$ cat config.mk
export PLATFORM = sky130hd
export DESIGN_NAME = conv_encoder_tx
export DESIGN_NICKNAME = d
export VERILOG_FILES = /design/src/rtl/conv_encoder_tx.sv
export SDC_FILE = /design/constraint.sdc
export NUM_CORES = 1
export LEC_CHECK = 0
export BUFFER_PORTS_ARGS = -buffer_cell sky130_fd_sc_hd__buf_2
export CORE_MARGIN = 1.5
export CORE_UTILIZATION = 52
export DETAILED_ROUTE_END_ITERATION = 8
export PLACE_DENSITY = 0.75
export SLEW_MARGIN = 5
export SYNTH_ARGS = -nofsm -noshare
export SYNTH_HDL_FRONTEND = slang
export SYNTH_SLANG_ARGS = --single-unit
$ cat constraint.sdc
create_clock -name clk -period 1.41 [get_ports clk]
set_input_delay 0.0705 -clock clk [delete_from_list [all_inputs] [get_ports clk]]
set_output_delay 0.0705 -clock clk [all_outputs]
set_load 0.01 [all_outputs]
$ cat src/rtl/conv_encoder_tx.sv
// Rate-1/2 feedforward convolutional encoder with a valid/ready input, a single registered
// output slot, and K-1 zero tail bits after every FRAME_LEN info bits.
module conv_encoder_tx #(
  parameter int             K         = 3,
  parameter logic [K-1:0]   G0        = 3'b111,
  parameter logic [K-1:0]   G1        = 3'b101,
  parameter int             FRAME_LEN = 16
) (
  input  logic       clk,
  input  logic       rst_n,
  input  logic       in_valid_i,
  input  logic       in_bit_i,
  output logic       in_ready_o,
  output logic       out_valid_o,
  output logic [1:0] out_sym_o,
  output logic       out_last_o,
  input  logic       out_ready_i,
  output logic       busy_o,
  output logic       frame_done_o
);

  localparam int CNT_W  = $clog2(FRAME_LEN + 1);
  localparam int TAIL_W = $clog2(K);
  localparam logic [CNT_W-1:0]  LAST_BIT  = CNT_W'(FRAME_LEN - 1);
  localparam logic [TAIL_W-1:0] LAST_TAIL = TAIL_W'(K - 2);

  typedef enum logic {DATA, TAIL} state_t;

  state_t            state;
  logic [K-2:0]      sr;
  logic [CNT_W-1:0]  bit_cnt;
  logic [TAIL_W-1:0] tail_cnt;

  logic       slot_free;
  logic       accept;
  logic       tail_step;
  logic       encode_en;
  logic       u;
  logic [1:0] sym_next;

  // v = {u, sr[0], ..., sr[K-2]}: the newest past bit sits just below u.
  function automatic logic [1:0] encode(input logic bit_u, input logic [K-2:0] s);
    logic [K-1:0] v;
    v[K-1] = bit_u;
    for (int i = 0; i < K - 1; i++) begin
      v[K-2-i] = s[i];
    end
    return {^(G0 & v), ^(G1 & v)};
  endfunction

  function automatic logic [K-2:0] shift_in(input logic [K-2:0] s, input logic bit_u);
    logic [K-1:0] t;
    t = {s, bit_u};
    return t[K-2:0];
  endfunction

  assign slot_free  = !out_valid_o || out_ready_i;
  assign in_ready_o = (state == DATA) && slot_free;
  assign accept     = in_valid_i && in_ready_o;
  assign tail_step  = (state == TAIL) && slot_free;
  assign encode_en  = accept || tail_step;
  assign u          = (state == DATA) && in_bit_i;
  assign sym_next   = encode(u, sr);
  assign busy_o     = (state == TAIL);

  always_ff @(posedge clk or negedge rst_n) begin
    if (!rst_n) begin
      state        <= DATA;
      sr           <= '0;
      bit_cnt      <= '0;
      tail_cnt     <= '0;
      out_valid_o  <= 1'b0;
      out_sym_o    <= 2'b00;
      out_last_o   <= 1'b0;
      frame_done_o <= 1'b0;
    end else begin
      frame_done_o <= out_valid_o && out_ready_i && out_last_o;

      // Output slot: reloads only when empty or draining this cycle; otherwise frozen.
      if (slot_free) begin
        out_valid_o <= encode_en;
        out_last_o  <= tail_step && (tail_cnt == LAST_TAIL);
        if (encode_en) begin
          out_sym_o <= sym_next;
        end
      end

      if (encode_en) begin
        sr <= shift_in(sr, u);
      end

      case (state)
        DATA: begin
          if (accept) begin
            if (bit_cnt == LAST_BIT) begin
              bit_cnt  <= '0;
              tail_cnt <= '0;
              state    <= TAIL;
            end else begin
              bit_cnt <= bit_cnt + 1'b1;
            end
          end
        end
        TAIL: begin
          if (slot_free) begin
            if (tail_cnt == LAST_TAIL) begin
              tail_cnt <= '0;
              state    <= DATA;
            end else begin
              tail_cnt <= tail_cnt + 1'b1;
            end
          end
        end
      endcase
    end
  end

endmodule

==> results of run 1 <==
-- through the flow --
step | std cells | hold slack (ns) | utilization | setup slack, ns | area [um2]
after floorplan | 58 | -0.2251 | - | 0.1889 | 719.4
after global placement | 84 | -0.01416 | 0.6087 | 0.1717 | 792.0
after detailed placement | 84 | -0.01387 | 0.6087 | 0.1226 | 792.0
after CTS | 89 | 0.01664 | 0.6365 | 0.03526 | 828.3
after global routing | 89 | 0.002245 | 0.6385 | 0.02402 | 830.8
final | 89 | 0.01874 | 0.6385 | 0.09221 | 830.8
-- Yosys cell counts (all sizes together) (2+ instances only) --
cell,n,area share
a31oi,3,0.026
mux2,3,0.057
dfrtp,15,0.52
xnor2,2,0.024
o21ai,7,0.054
nor2,3,0.016
and3,3,0.035
nand2,3,0.016
buf,2,0.023
-- final cells by class --
class	instances	area (um2)	share of cell area
well taps	15	18.77	0.02259
clock buffers	4	26.28	0.03163
flip-flops and latches	15	375.4	0.4518
repair buffers	14	80.08	0.09639
multi-input cells	40	326.6	0.3931
inverters	1	3.754	0.004518
-- how the worst max path moves through the flow --
stage	startpoint	endpoint	slack (ns)
floorplan	busy_o	bit_cnt[0]	0.19
global placement	busy_o	bit_cnt[0]	0.17
detailed placement	bit_cnt[0]	bit_cnt[3]	0.12
CTS	out_valid_o	in_ready_o	0.04
global route	out_valid_o	in_ready_o	0.02
finish	out_valid_o	in_ready_o	0.09
-- sequential cells by signal, indices dropped and copies added, names as in the netlist --
| name | count |
|---|---|
| tail_cnt | 2 |
| frame_done_o | 1 |
| busy_o | 1 |
| out_last_o | 1 |
| out_sym_o | 2 |
| sr | 2 |
| out_valid_o | 1 |
| bit_cnt | 5 |
-- power groups by stage --
stage / clock, W / sequential (W) / combinational (W)
5_1_grt: 0.000276 / 0.000757 / 0.000706
4_1_cts: 0.000250 / 0.000734 / 0.000644
3_5_place_dp: 0 / 0.000741 / 0.000631
2_1_floorplan: 0 / 0.000724 / 0.000481
3_3_place_gp: 0 / 0.000731 / 0.000622
6_report: 0.000246 / 0.000731 / 0.000643
-- kinds of logic (layout without fill, tap and decap cells) --
logic type	after synthesis	after routing	synth area share
and+or+nand+nor	17	17	0.1722
AOI/OAI and AO/OA	16	16	0.1478
DFF	15	15	0.5217
xor gates and xnor gates	3	3	0.05565
muxes	3	3	0.05739
buffers and inverters	3	19	0.02781
adders and majority gates	1	1	0.01739
-- routing by layer --
| metal | GRT usage | vias up | wire, um |
|---|---|---|---|
| met3 | 0.05000 | 5 | 51 |
| met1 | 0.2305 | 241 | 538 |
| met2 | 0.2823 | 12 | 560 |
| met5 | 0 | - | 0 |
| li1 | - | 246 | - |
| met4 | 0.1750 | 0 | 52 |
-- repair_timing --
item / 4_1_cts / 5_1_grt
hold endpoints to repair: 15 / 0
gates resized for setup: 0 / 1
hold buffers: 1 / 0
endpoints found under the setup margin: 0 / 1
-- worst max-delay path, stage by stage, from the launching register on --
cell and delay, ns:
dfrtp_1 0.43, and2b_2 0.26, nor2_2 0.12, buf_2 0.15
==> results, run 1 <==
- The flow ran to the end, and the final reports show no timing, DRC or antenna violations.
- Buffers placed on the I/O ports in this run total 11.
- Setup violations remaining at the end of the flow were counted as 0.
- The first routing iteration left 2 violations.
- The post-CTS setup buffer count is 0.
- The first TritonRoute pass finished after 3 iterations.
- The slew at the pin closest to its max-slew limit is 0.3209 ns.
- Setup repair after global routing left no endpoint under its margin.
- The final hold violation count is 0.
- The largest voltage drop on the vdd net is 933.9 uV.
- The path depth of the worst reg2reg path is 4.
- The proportion of register bits with asynchronous set or reset after synthesis is 1.000.
- After synthesis, the mean cell area works out to around 12 um2.
- Of the total power, combinational logic draws 0.397.
- The type of the setup path with the least slack is reg2out.
- The cell leakage power is 0.4098 nW.
- The number of CTS-inserted buffers is 3.
- When the netlist entered floorplanning its net count stood at 64.
- Leaving out fill and tap cells, the most frequent cell in the layout is dfrtp_1.
- STA classifies the critical path startpoint as a flop.
- The wire length per cell after detailed routing is 13.51 um.
- The later pin in the worst-skew pair is clocked with a latency of 0.29 ns.
- The number of antenna violations at the first check in global routing was 0.
- The startpoint of the lowest-slack register-to-register path is bit_cnt[0].
- The count of flip-flops with a built-in enable after synthesis is 0.
- The pin count of the biggest net entering global routing is 16.
- The number of ports placed on the die boundary is 12.
- The worst hold path was traced through 2 stages.
- Clock tree synthesis found a total of 15 sinks.
- For this run, the register share of the synthesized area comes to 0.5217.
- In this run the cell area of the synthesized design comes to about 720 um2.
- Counting flops and latches in the post-synthesis netlist gives 15.
- After clock tree synthesis, the clock-pin slew on the worst setup and hold paths is 0.09 ns.
- The capture point of the worst reg-to-reg path is bit_cnt[3].
- After global routing the overflow that remains totals 0.
- TritonCTS built the clock tree.
- The number of global-route vias before repair was about 430.
- Across the run, the number of max-cap violations was 0.
- The floorplan has 13 rows.
- The number of instances in the synthesized netlist is 58.
- The completed layout was analyzed and its total power is 0.001620 W.
- The most used flip-flop cell after synthesis is dfrtp_1.
- The largest fanout on the critical path is 6.
- The routed design could run at a clock period as short as 1.318 ns.
- The root buffer cell chosen for the clock tree is clkbuf_4.
- The initial core utilization is 0.5529.
- The floorplan step defined a core boundary enclosing 1301 um2.
- The worst hold path belongs to the class in2reg.
- The clock passes through at most 2 buffers.
- The number of antenna diodes in the final layout is 0.
- The ratio of final minimum period to clock period is 0.9346.
- In this run the power density over the cells is 1950 nW/um2.
- The final layout contains routed wiring with a total length of between 1000 and 1500 um.
- Of the total power, the clock network draws 0.152.
- The die covers 1616 um2.
- The required time of the worst setup path is 1.34 ns.
- The worst setup path is captured at an output port.
- Timing would allow up to 0.7588 GHz.
- In this run the power spent charging and discharging nets is 0.0005542 W.
- Internal power comes to around 0.0011 W.
- Yosys printed 0 warnings.
- The worst hold path terminates at sr[0].
- The fraction of final layout cells sized beyond drive strength 1 is 0.3919.
- The worst register-to-register path has a setup slack of 0.11 ns.
- The number of nets with antenna violations after routing is 0.
- In the routed design, unresolved DRC markers number 0.
- The level count of the clock H-tree is 1.
- For this run, the total global-route usage over all layers was measured as 0.1932.
- The relative area change from synthesis to final layout is 15.48%.
- Of the total power, registers draw 0.451.
- The switching part of the total is 0.3421.
- The count of nets after finishing is 81.
- The floorplan step set the die width to about 40 um.
- The clock arrives with 0.008548 ns of skew.
- The placer's final routability congestion estimate is 0.8125.
- Detailed placement ended at an HPWL of 865 um.
- The top cell types in the final layout, fill and taps aside, are dfrtp_1, buf_2, o21ai_0.
- Yosys mapped the design onto 31 distinct sky130hd cell types.
- The beginning of the worst hold path is in_bit_i.
- Adding up every negative setup slack in the final design gives 0 ns.
- The total vias in the final route is about 500.
- The count of final max-slew check failures came to 0.
- The max-slew headroom at the worst pin is 0.7861.
- The wire length of the first global-routing pass is 1863 um.
- Counting the fill cells in the layout gives 115.
- The die extent in y is 40.20 um.
- STA puts the critical path data arrival time at 1.25 ns.
- The via density per instance is approximately 5.7.
Power figures use the tool's default switching activity.
==> inputs of run 2 (changes only) <==
- ABC_AREA: unset -> 1
- PLACE_DENSITY: 0.75 -> 0.74
==> results, run 2 <==
- The clock edge transition at the registers on the reported setup and hold paths is around 0.080 ns.
- The arrival time at the worst endpoint is 1.41 ns.
- The library cell with the largest summed area after synthesis is dfrtp_1.
- The initial detailed-routing violation count is 7.
- The primary flip-flop cell chosen by synthesis mapping is dfrtp_1.
- The total vias in the final route is 578.
- The endpoint identified for the worst register-to-register timing path is bit_cnt[0].
- In the routed layout, each cell is associated on average with a via count of 4.940.
- Across the whole layout, storage elements account for between 300 and 400 um2.
- At the pin with the least slew margin, the transition time is 0.3341 ns.
- On the worst path, the slowest cell contributes a delay of 0.42 ns.
- The first-pass detailed-route iteration total is 4.
- Walking the worst path, the cells encountered are ha_1, nand3_1, nor2_1, or2_1, o21ai_1.
- In this run the count of I/O pins placed on the die edge is 12.
- The fraction of final layout cells sized beyond drive strength 1 is 0.2353.
- The largest voltage drop on the vdd net is 976.1 uV.
- The relative area change from synthesis to final layout is 16.44%.
- In this run the vertical extent of the chip is 40.68 um.
- The tool flagged a number of max-cap violations equal to 0.
- After floorplanning, the core was divided into 13 placement rows.
- The remaining routing DRC violations is 0.
- Measured along the x axis, the die boundary spans 40.68 um.
- The number of instances in the synthesized netlist is 85.
- For this run, the number of Yosys warnings is 0.
- The path class of the tightest hold or removal check is in2reg.
- Ranked by total cell area, the synthesized netlist is headed by dfrtp_1, nand2_1, inv_1.
- Counting flops with an async set or reset pin after synthesis yields a share of 1.000.
- The synthesized netlist net count is between 90 and 100.
- The most common cell in the synthesized netlist is nand2_1.
- Measured against its own limit, the worst slew margin works out to 0.7772.
- In the layout the commonest cells are nand2_1, dfrtp_1, buf_2, inv_1, nand3_1.
- STA classifies the critical path endpoint as a flop.
- The run finished with clean final reports.
- The clock tree root buffer cell is clkbuf_4.
- In this run the worst path has a maximum fanout of 5.
- The worst hold path was traced through 3 stages.
- The library cell contributing the largest single delay on the critical path is dfrtp_1.
- The number of flip-flops in the largest register is 5.
- The power density of the placed cells is 1528 nW/um2.
- The placer's final routability congestion estimate is about 0.7.
- TritonCTS built the clock tree.
- The average size of a mapped cell is 8.685 um2.
- For this run the aggregate overflow at the end of global routing stands at 0.
- Derived from the worst setup path, the maximum achievable clock frequency is 0.8251 GHz.
- The critical path is of the reg2reg type.
- The top cell family by delay on the critical path is flip-flops.
- The final hold violation count is 0.
- The number of global-route vias before repair is 496.
- CTS saw 15 sinks.
- The setup slack of the most critical reg-to-reg path is 0.20 ns.
- The endpoint of the worst hold path is sr[0].
- Sorting the synthesized cells by how often they occur yields nand2_1, dfrtp_1, inv_1, nand3_1, nor2_1.
- The count of final max-slew check failures was 0.
- The number of nets with antenna violations after routing is 0.
- The number of distinct standard cells referenced by the synthesized netlist is 21.
- The timing startpoint of the critical path is bit_cnt[0].
- Setup violations remaining at the end of the flow were counted as 0.
- The ratio of final minimum period to clock period is 0.8596.
- The mapped netlist covers roughly 740 um2.
- The layout filler cell count is 117.
- The synthesized design contains 15 register bits.
- Once placement finished, the instance area stood at 812.0 um2.
- Dividing the detail-routed wire length by the instance count gives 10.38 um.
- The cell leakage power is around 0.46 nW.
- The die area is 1654 um2.
- The path depth of the worst reg2reg path is 5.
- The sequential cell area fraction in the yosys report is 0.5085.
- TritonCTS created 3 clock buffers.
- The placed instance count is 111.
- The wire length of the first global-routing pass is slightly below 2000 um.
- Of the post-synthesis cell area, the dominant cell type holds 0.5085.
- The repair_antennas step left the layout with diodes totalling 0.
- STA classifies the critical path startpoint as a flop.
- The required time of the worst setup path is between 1.5 and 2 ns.
- The area of the core is approximately 1300 um2.
- The later pin in the worst-skew pair is clocked with a latency of approximately 0.28 ns.
- Setup repair after global routing left no endpoint under its margin.
- The multi-input combinational cells in the finished layout cover a total of approximately 310 um2.
- CTS built an H-tree with a depth of 1.
- Measured on the finished design, the core utilization comes to 0.6524.
- The summed area of non-filler cells in the final layout is 859.6 um2.
- The count of nets after finishing is between 100 and 150.
- The final layout contains routed wiring with a total length of 1214 um.
- The total negative slack for setup checks is 0 ns.
- The synthesized design contains 0 enable-type register cells.
- The final critical path time including I/O delays and setup is approximately 1.2 ns.
- For this configuration, the core starts out at a cell density of 0.5603.
- The count of input and output buffers is 11.
- The buffer levels on the longest clock path is 2.
- Counting both buffers and inverters, the worst setup path holds a total of 0.
- The number of antenna violations at the first check in global routing came to 0.
- The startpoint identified for the worst hold timing path is in_bit_i.
- The register bank with the most flops is bit_cnt.
- Leaving out filler cells and counting taps, the final layout contains 117.
- The total routing resource utilization after global routing is 0.1901.
- Leaving out fill and tap cells, the most frequent cell in the layout is nand2_1.
- The number of gates resized after cts is 0.
- The startpoint of the lowest-slack register-to-register path is bit_cnt[0].
- Entering global routing, the biggest net connects 16 pins.
- After legalization and detailed placement, the total HPWL measured 920.5 um.
- For the final database, setup skew stands at 0.01279 ns.
==> run 2: worst max path at each step <==
stage                       end  depth (start not counted)
floorplan            bit_cnt[0]                          5
global placement     bit_cnt[0]                          5
detailed placement   bit_cnt[0]                          5
CTS                  bit_cnt[0]                          5
global route        tail_cnt[0]                          6
finish               bit_cnt[0]                          5
==> run 2: per-layer routing <==
layer	share of wire	wire length [um]	global-route usage	up-vias
met5	0	0	0	-
met4	0.021	25	0.1000	0
met3	0.034	41	0.06522	4
met2	0.50	610	0.3135	11
met1	0.44	536	0.2153	258
li1	-	-	-	305
==> run 2: tightest hold or removal path, stage by stage <==
cell	delay, ns
buf_2	0.09
inv_1	0.06
o22ai_1	0.08
==> run 2: cell type report <==
cell class	count	share of cell area
timing repair buffer	13	0.08734
multi-input combinational	57	0.3624
sequential	15	0.4367
clock inverter	1	0.005822
tap	15	0.02183
clock buffer	3	0.02620
inverter	13	0.05968
==> run 2: through the flow <==
stage / total power, W / hold WS [ns] / setup slack (ns)
final: 0.001314 / 0.07443 / 0.1980
after global routing: 0.001441 / 0.06706 / 0.1316
after CTS: 0.001331 / 0.008484 / 0.1873
after detailed placement: 0.001087 / -0.01035 / 0.2098
after global placement: 0.001063 / -0.007306 / 0.2405
after floorplan: 0.0009605 / -0.2251 / 0.2786
==> run 2: kinds of logic (layout without fill, tap and decap cells) <==
| group | count (synthesis) | count (layout) | share of synthesized area |
|---|---|---|---|
| AOI/OAI and AO/OA | 7 | 7 | 0.05593 |
| xor gates and xnor gates | 4 | 4 | 0.04747 |
| adders and majority gates | 1 | 1 | 0.01695 |
| buffers and inverters | 13 | 30 | 0.06949 |
| DFF | 15 | 15 | 0.5085 |
| and+or+nand+nor | 45 | 45 | 0.3017 |
==> run 2: what timing repair did <==
item,CTS,global route
hold buffers,1,1
buffers inserted,0,0
endpoints found under the hold margin,15,1
setup endpoints to repair,0,0
==> run 2: where the power goes <==
group,switching (W),internal (W)
clock network,0.000134,0.000105
logic,0.000215,0.000178
registers,0.000130,0.000553
==> inputs of run 3 (changes only) <==
- PLACE_DENSITY: 0.74 -> 0.7
==> results, run 3 (synthesis results as in run 2) <==
- The startpoint type of the worst setup path is a flop.
- In this run the worst hold path is classified as in2reg.
- On the final layout, the worst clock skew is 0.004157 ns.
- The clock net sink count is 15.
- The floorplan step set the die width to 40.68 um.
- Across all hold checks on the routed design, the worst slack comes to approximately 0.083 ns.
- The number of violations of the max-capacitance limit is 0.
- The buffer levels on the longest clock path is 2.
- Setup violations remaining at the end of the flow were counted as 0.
- The worst setup path is captured at a flop.
- Leaving out fill and tap cells, the most frequent cell in the layout is nand2_1.
- The number of nets with antenna violations after routing is 0.
- At the worst endpoint, the arrival time is roughly 1.4 ns.
- At the pin with the least slew margin, the transition time is ~0.33 ns.
- Leaving out filler cells and counting taps, the final layout contains 117.
- Summed over all nets, the half-perimeter wirelength after detailed placement is 877.7 um.
- In this run the number of H-tree levels came out at 1.
- The register bank with the most flops is bit_cnt.
- CTS placed an instance of clkbuf_4 at the clock tree root.
- The count of final max-slew check failures is 0.
- The path depth of the worst reg2reg path is 5.
- The max-slew headroom at the worst pin is 0.7792.
- The placed instance area is 812.0 um2.
- Summing all non-filler instances in the final layout gives an area of 859.6 um2.
- The final routed wirelength across all metal layers is approximately 1200 um.
- Clock-pin slew was measured on the worst setup and hold paths at 0.09 ns.
- The first global-routing pass estimated 1835 um of wire.
- The register with the most flip-flops in the layout has 5 of them.
- The placed instance count is between 100 and 150.
- In the post-route analysis, the smallest setup slack over all paths is 0.1893 ns.
- Counting instances, the worst hold path has a depth of 3.
- The final hold violation count is 0.
- After floorplanning, the core was sized to cover 1318 um2.
- At the end of the flow, the number of nets in the layout was about 110.
- Summed over all failing endpoints, the final setup total negative slack is 0 ns.
- The cell leakage power is 0.4587 nW.
- The startpoint identified for the worst hold timing path is in_bit_i.
- The floorplan has 13 rows.
- The placer's final routability congestion estimate is ~0.71.
- Input and output buffers added on the ports amount to 11.
- The number of ports placed on the die boundary is 12.
- The timing startpoint of the critical path is bit_cnt[0].
- The relative area change from synthesis to final layout is 16.44%.
- The wire length per cell after detailed routing is 10.01 um.
- The clock tree from TritonCTS is done.
- Leaving out fill and tap cells, the most frequent cells in the layout are nand2_1, dfrtp_1, buf_2, inv_1, nand3_1.
- The die extent in y is 40.68 um.
- For this run, the slowest stage of the critical path takes 0.43 ns.
- The flow ran to the end, and the final reports show no timing, DRC or antenna violations.
- Based on the critical path, the design can be clocked at up to 0.8192 GHz.
- Of the cells placed in the final design, the portion with a size suffix greater than 1 is 0.2353.
- The via density per instance is 4.675.
- The number of gates resized after cts is 0.
- Along the worst path, the maximum fanout reaches 5.
- The number of antenna diodes in the final layout is 0.
- The first routing iteration left 3 violations.
- Dividing the final minimum period by the clock period gives 0.8657.
- The number of global-route vias before repair came to 438.
- The initial core utilization is 0.5603.
- The setup slack after placement is around 0.2 ns.
- The worst-case IR drop observed on VDD is between 1000 and 1500 uV.
- The critical path goes through ha_1, nand3_1, nor2_1, or2_1, o21ai_1.
- The final critical path time including I/O delays and setup is 1.221 ns.
- Post-CTS timing repair inserted 0 buffers for setup.
- The first detailed-routing pass took 4 iterations.
- In the global route stage, overall resource usage came out at 0.1805.
- Setup repair after global routing left no endpoint under its margin.
- The power density of the placed cells is 1530 nW/um2.
- On the critical path, the stage with the largest delay is an instance of dfrtp_1.
- Entering global routing, the biggest net connects 16 pins.
- The number of antenna violations at the first check in global routing came to 0.
- At the later pin of the worst-skew pair, clock insertion delay measures between 0.2 and 0.3 ns.
- The startpoint of the lowest-slack register-to-register path is bit_cnt[0].
- The final global-route overflow total is 0.
- The critical path is of the reg2reg type.
- The number of CTS-inserted buffers is 3.
- The die covers 1654 um2.
- The total vias in the final route is 547.
- The remaining routing DRC violations is 0.
- The required time of the worst setup path is about 1.6 ns.
==> run 3: stage by stage <==
step / total power (W) / utilization
global route: 0.001428 / 0.6524
floorplan: 0.0009605 / -
detailed placement: 0.001083 / 0.6163
finish: 0.001316 / 0.6524
global placement: 0.001067 / 0.6163
CTS: 0.001334 / 0.6524
==> run 3: cell type report <==
cell class | instances | area, um2
Clock buffer | 3 | 22.52
Clock inverter | 1 | 5.005
Fill cell | 114 | 457.9
Inverter | 13 | 51.30
Multi-Input combinational cell | 57 | 311.5
Sequential cell | 15 | 375.4
Tap cell | 15 | 18.77
Timing Repair Buffer | 13 | 75.07
==> run 3: worst max-delay path: cells and delay by family (launching register included) <==
family | cells | cell delay [ns]
DFF | 1 | 0.43
AOI/OAI and AO/OA | 1 | 0.11
adders and majority gates | 1 | 0.24
and+or+nand+nor | 3 | 0.38
==> run 3: final timing paths <==
check	endpoint	slack (ns)
setup / recovery	bit_cnt[0]	0.19
setup reg to reg	bit_cnt[0]	0.19
hold / removal	sr[0]	0.08
hold reg to reg	out_sym_o[0]	0.49
min in group asynchronous	out_last_o	0.21
max in group asynchronous	bit_cnt[0]	0.95
==> run 3: report_power, final <==
group,internal [W],switching (W)
Combinational,0.000177,0.000217
Sequential,0.000552,0.000129
Clock,0.000105,0.000135
Total,0.000834,0.000481
==> run 3: metal layers <==
layer  track usage  wire (um)  vias to the layer above
met2        0.2500        522                        9
met5             0          0                        -
met1        0.2414        593                      229
met4        0.1000         13                        0
met3       0.06522         42                        2
li1              -          -                      307
==> run 3: timing repair <==
action                     CTS  global route
setup endpoints to repair    0             0
hold endpoints to repair    16             0
hold buffers                 2             0
